===== src/rtl/fir_par2ser.sv =====
// fir_par2ser: frame FIFO that serialises LANES-wide FIR output frames
// into a single valid/ready sample stream, oldest lane first.
// Ports: CLK, RST_N (async, active-low), VIN/DIN frame input (no
// backpressure), DOUT/VOUT/OUT_RDY sample output, LEVEL stored frames,
// OVF sticky overflow, CLR_OVF clear. Defining FIR_P2S_DROPCNT_EN adds
// DROP_CNT, a saturating count of discarded frames.
module fir_par2ser #(
   parameter int NB    = 8,
   parameter int LANES = 3,
   parameter int DEPTH = 4
) (
   input  logic                       CLK,
   input  logic                       RST_N,
   input  logic                       VIN,
   input  logic [LANES*NB-1:0]        DIN,
   output logic [NB-1:0]              DOUT,
   output logic                       VOUT,
   input  logic                       OUT_RDY,
   output logic [$clog2(DEPTH+1)-1:0] LEVEL,
   output logic                       OVF,
`ifdef FIR_P2S_DROPCNT_EN
   output logic [7:0]                 DROP_CNT,
`endif
   input  logic                       CLR_OVF
);

   localparam int AW = $clog2(DEPTH);
   localparam int LW = $clog2(DEPTH+1);
   localparam int IW = (LANES > 1) ? $clog2(LANES) : 1;

   logic [LANES*NB-1:0] mem_q [DEPTH];
   logic [AW-1:0]       wptr_q, wptr_d;
   logic [AW-1:0]       rptr_q, rptr_d;
   logic [IW-1:0]       lidx_q, lidx_d;
   logic [LW-1:0]       level_q, level_d;
   logic                ovf_q, ovf_d;
   logic                full, xfer, last;
   logic                pop, push, ovf_ev;
   logic [LANES*NB-1:0] head;
   logic [NB-1:0]       dout;

   // A pop frees the slot in the same cycle, so a push at full is
   // still accepted when the last lane of the head frame leaves.
   always_comb begin
      full   = (level_q == LW'(DEPTH));
      xfer   = VOUT & OUT_RDY;
      last   = (lidx_q == IW'(LANES-1));
      pop    = xfer & last;
      push   = VIN & (~full | pop);
      ovf_ev = VIN & full & ~pop;
   end

   always_comb begin
      wptr_d  = wptr_q;
      rptr_d  = rptr_q;
      lidx_d  = lidx_q;
      level_d = level_q;
      ovf_d   = ovf_q;
      if (push) wptr_d = wptr_q + AW'(1);
      if (xfer) begin
         if (last) begin
            lidx_d = '0;
            rptr_d = rptr_q + AW'(1);
         end else begin
            lidx_d = lidx_q + IW'(1);
         end
      end
      unique case ({push, pop})
         2'b10:   level_d = level_q + LW'(1);
         2'b01:   level_d = level_q - LW'(1);
         default: level_d = level_q;
      endcase
      // A new overflow beats a clear in the same cycle.
      if (ovf_ev)       ovf_d = 1'b1;
      else if (CLR_OVF) ovf_d = 1'b0;
   end

   always_ff @(posedge CLK or negedge RST_N) begin
      if (!RST_N) begin
         wptr_q  <= '0;
         rptr_q  <= '0;
         lidx_q  <= '0;
         level_q <= '0;
         ovf_q   <= 1'b0;
      end else begin
         wptr_q  <= wptr_d;
         rptr_q  <= rptr_d;
         lidx_q  <= lidx_d;
         level_q <= level_d;
         ovf_q   <= ovf_d;
      end
   end

   always_ff @(posedge CLK or negedge RST_N) begin
      if (!RST_N) begin
         for (int i = 0; i < DEPTH; i++) mem_q[i] <= '0;
      end else if (push) begin
         mem_q[wptr_q] <= DIN;
      end
   end

   // Output lane is decoded straight from storage, so it reads zero
   // under reset and holds while the consumer stalls.
   always_comb begin
      head = mem_q[rptr_q];
      dout = '0;
      for (int i = 0; i < LANES; i++) begin
         if (lidx_q == IW'(i)) dout = head[i*NB +: NB];
      end
   end

   assign DOUT  = dout;
   assign VOUT  = (level_q != '0);
   assign LEVEL = level_q;
   assign OVF   = ovf_q;

`ifdef FIR_P2S_DROPCNT_EN
   logic [7:0] drop_q, drop_d;

   always_comb begin
      drop_d = drop_q;
      if (ovf_ev) begin
         if (CLR_OVF)             drop_d = 8'd1;
         else if (drop_q != 8'hFF) drop_d = drop_q + 8'd1;
      end else if (CLR_OVF) begin
         drop_d = 8'd0;
      end
   end

   always_ff @(posedge CLK or negedge RST_N) begin
      if (!RST_N) drop_q <= 8'd0;
      else        drop_q <= drop_d;
   end

   assign DROP_CNT = drop_q;
`endif

endmodule


===== config.mk =====
export PLATFORM = sky130hd
export DESIGN_NAME = fir_par2ser
export DESIGN_NICKNAME = d
export VERILOG_FILES = /design/src/rtl/fir_par2ser.sv
export SDC_FILE = /design/constraint.sdc
export NUM_CORES = 1
export LEC_CHECK = 0
export CORE_MARGIN = 8
export CORE_UTILIZATION = 35
export CTS_BUF_LIST = sky130_fd_sc_hd__clkbuf_4
export CTS_CLUSTER_SIZE = 8
export DETAILED_ROUTE_END_ITERATION = 6
export SLEW_MARGIN = 5
export SYNTH_ARGS = -nofsm -noshare
export SYNTH_HDL_FRONTEND = slang
export SYNTH_SLANG_ARGS = --single-unit

===== constraint.sdc =====
create_clock -name CLK -period 3.9 [get_ports CLK]
set_input_delay 0.78 -clock CLK [delete_from_list [all_inputs] [get_ports CLK]]
set_output_delay 0.78 -clock CLK [all_outputs]
set_load 0.01 [all_outputs]

==> results.ini <==
[sta]
maxSlewHeadroom_pct=49.5
tns_ps=0
hold_viol=0
holdWs_ps=377
post-route-period-util_pct=85.2
final-max-slew-violation-count=0
setup-violations-final=0
max_freq_mhz=301
max_slew.worst_pin.slew_ps=756
finalCriticalPeriod_ps=3320
clock_skew_ps=14.9
grt_setup_unrepaired=no

[cts]
tritoncts=yes
clock-sinks=106
post-cts-setup-buffers=0
hold_buffers=0
root_buffer=clkbuf_4
clk_pin_slew_ps=150
cts_buffers=9
clkLatencyLatePin_ps=460
cts_resized=0
htree_levels=3
clockBufferDepth=2

[synthesis]
syn_inst=308
syn_nets=343
ys_types=26
synth_top_cell_area_share_pct=54.1
synth_seq_cells=106
synth_area_per_cell_um2=15.9
synth_warnings=0
synth_edf_count=0
synth.cell_area_mm2=0.00490
synth-seq-area-share_pct=54.1
async_reset_ff_share_pct=100
synth_area_leaders=dfrtp_1 54%, mux2_2 22%, mux4_2 11%
synth_commonest_cells=106 x dfrtp_1, 95 x mux2_2, 24 x mux4_2
synth_top_area_cell=dfrtp_1
ys.flop_type=dfrtp_1
synth_most_common_cell=dfrtp_1

[flow_run]
drv_cap=0

[detailed_routing]
wirelength_um=10100
drt.antenna.violating_nets=0
drt_first_iter_violations=123
drc=0
dr.pass1.iters=4
vias=2666
wl_per_cell_um=18.9
vias_per_cell=4.98

[worst_setup_path]
reg2regPathDepth=8
crit_path_end_kind=primary output
cp.arrival_ps=2540
r2r_end=LEVEL[2]$_DFFE_PN0P_
path_class=reg2out
path_max_fanout=24
r2r_start=LEVEL[0]$_DFFE_PN0P_
startpoint_type=register
reg2reg_slack_ps=1390
required_ps=3120

[cells_and_area]
area_delta_synth_final_pct=14.9
final_nets=384
seq_area_mm2=0.00265
multi_input_area_mm2=0.00208
drive_above_1_share_pct=41.2
final_util_pct=40.9
nFillCells=1291

[pwr]
leakagePower_nw=2.34
ir_drop_uv=217
power_density_mw_per_mm2=851

[floorplan]
coreArea_mm2=0.0138
die-width_um=134
die-area_mm2=0.0181
initial_core_util_pct=35.6
die_h_um=134
ios=42
row_count=43

[placed_design]
io_buffer_count=41
dp_hpwl_um=6620
place_congestion=0.745

[global_routing]
grt_antenna_before_repair=1
grt_usage_pct=12.1
grt-ovfl-total=0
grt_pass1_wl_um=16600
grt_pass1_vias=3001
grt_max_degree=60

[status]
status=finished, final reports clean

[worst_hold_path]
hold_path_class=in2async

critical path, cell delays in order, from the launching register on:
cell             delay [ps]
dfrtp_1                 450
buf_12                  260
mux4_2                  560
a22oi_1                 220
nand2_1                 100
clkdlybuf4s50_1         490
worst max path at each step:
stage,to,startpoint
floorplan,DOUT[4],rptr_q[0]$_DFFE_PN0P_
global placement,LEVEL[2]$_DFFE_PN0P_,OUT_RDY
detailed placement,LEVEL[2]$_DFFE_PN0P_,OUT_RDY
CTS,DOUT[1],rptr_q[0]$_DFFE_PN0P_
global route,DOUT[1],rptr_q[0]$_DFFE_PN0P_
finish,DOUT[1],rptr_q[0]$_DFFE_PN0P_
cell type report:
type,count,share of cell area (%)
Timing Repair Buffer,49,8.75
Inverter,7,0.466
Clock buffer,10,1.33
Antenna cell,1,0.0444
Clock inverter,6,1.42
Tap cell,180,4.00
Multi-Input combinational cell,176,36.9
Sequential cell,106,47.1
power breakdown:
| group | total, mW | switching [mW] | leakage [nW] | internal, mW |
|---|---|---|---|---|
| sequential | 1.96 | 0.301 | 1.26 | 1.66 |
| clock | 0.614 | 0.350 | 0.0835 | 0.264 |
| combinational | 2.22 | 0.903 | 0.995 | 1.32 |
| total | 4.80 | 1.55 | 2.34 | 3.24 |
cells by family (layout without fill, tap and decap cells):
family | Yosys count | count (layout) | share of synthesized area, %
compound gates | 14 | 14 | 3.32
flops | 106 | 106 | 54.1
simple gates | 26 | 26 | 2.42
xor+xnor | 6 | 6 | 1.07
buf+inv | 26 | 72 | 3.47
fa+ha+maj | 6 | 6 | 1.68
mux | 124 | 124 | 34.0
other cells | 0 | 1 | 0
stage by stage:
stage                     power (mW)  area (um^2)  cells  setup WS (ps)
after global placement          4.18         5480    518            803
after global routing            5.14         5640    535            422
after detailed placement        4.26         5480    518            738
after CTS                       4.88         5630    534            504
after floorplan                 3.52         4900    308           1480
final                           4.80         5640    535            577
placed cells by master, fill, tap and decap left out, types with 4 or more instances in the layout:
master,n
buf_4,7
mux2_2,95
nand2_1,17
inv_1,7
o211ai_4,4
clkbuf_4,10
mux4_2,24
clkdlybuf4s50_1,40
a22oi_1,8
dfrtp_1,106
ha_1,5
mux2_1,4
per-layer routing:
layer / vias up / global-route usage (%) / routed length (um)
met5: - / 0 / 0
met4: 0 / 5.43 / 172
met3: 10 / 2.06 / 211
met2: 25 / 20.1 / 5160
met1: 1422 / 15.1 / 4550
li1: 1209 / - / -
sequential cells by signal, indices dropped and copies added, names as in the netlist:
signal  cells
wptr_q      2
lidx_q      2
rptr_q      2
OVF         1
LEVEL       3
mem_q      96
No activity file was read; power rests on OpenSTA's default activity.
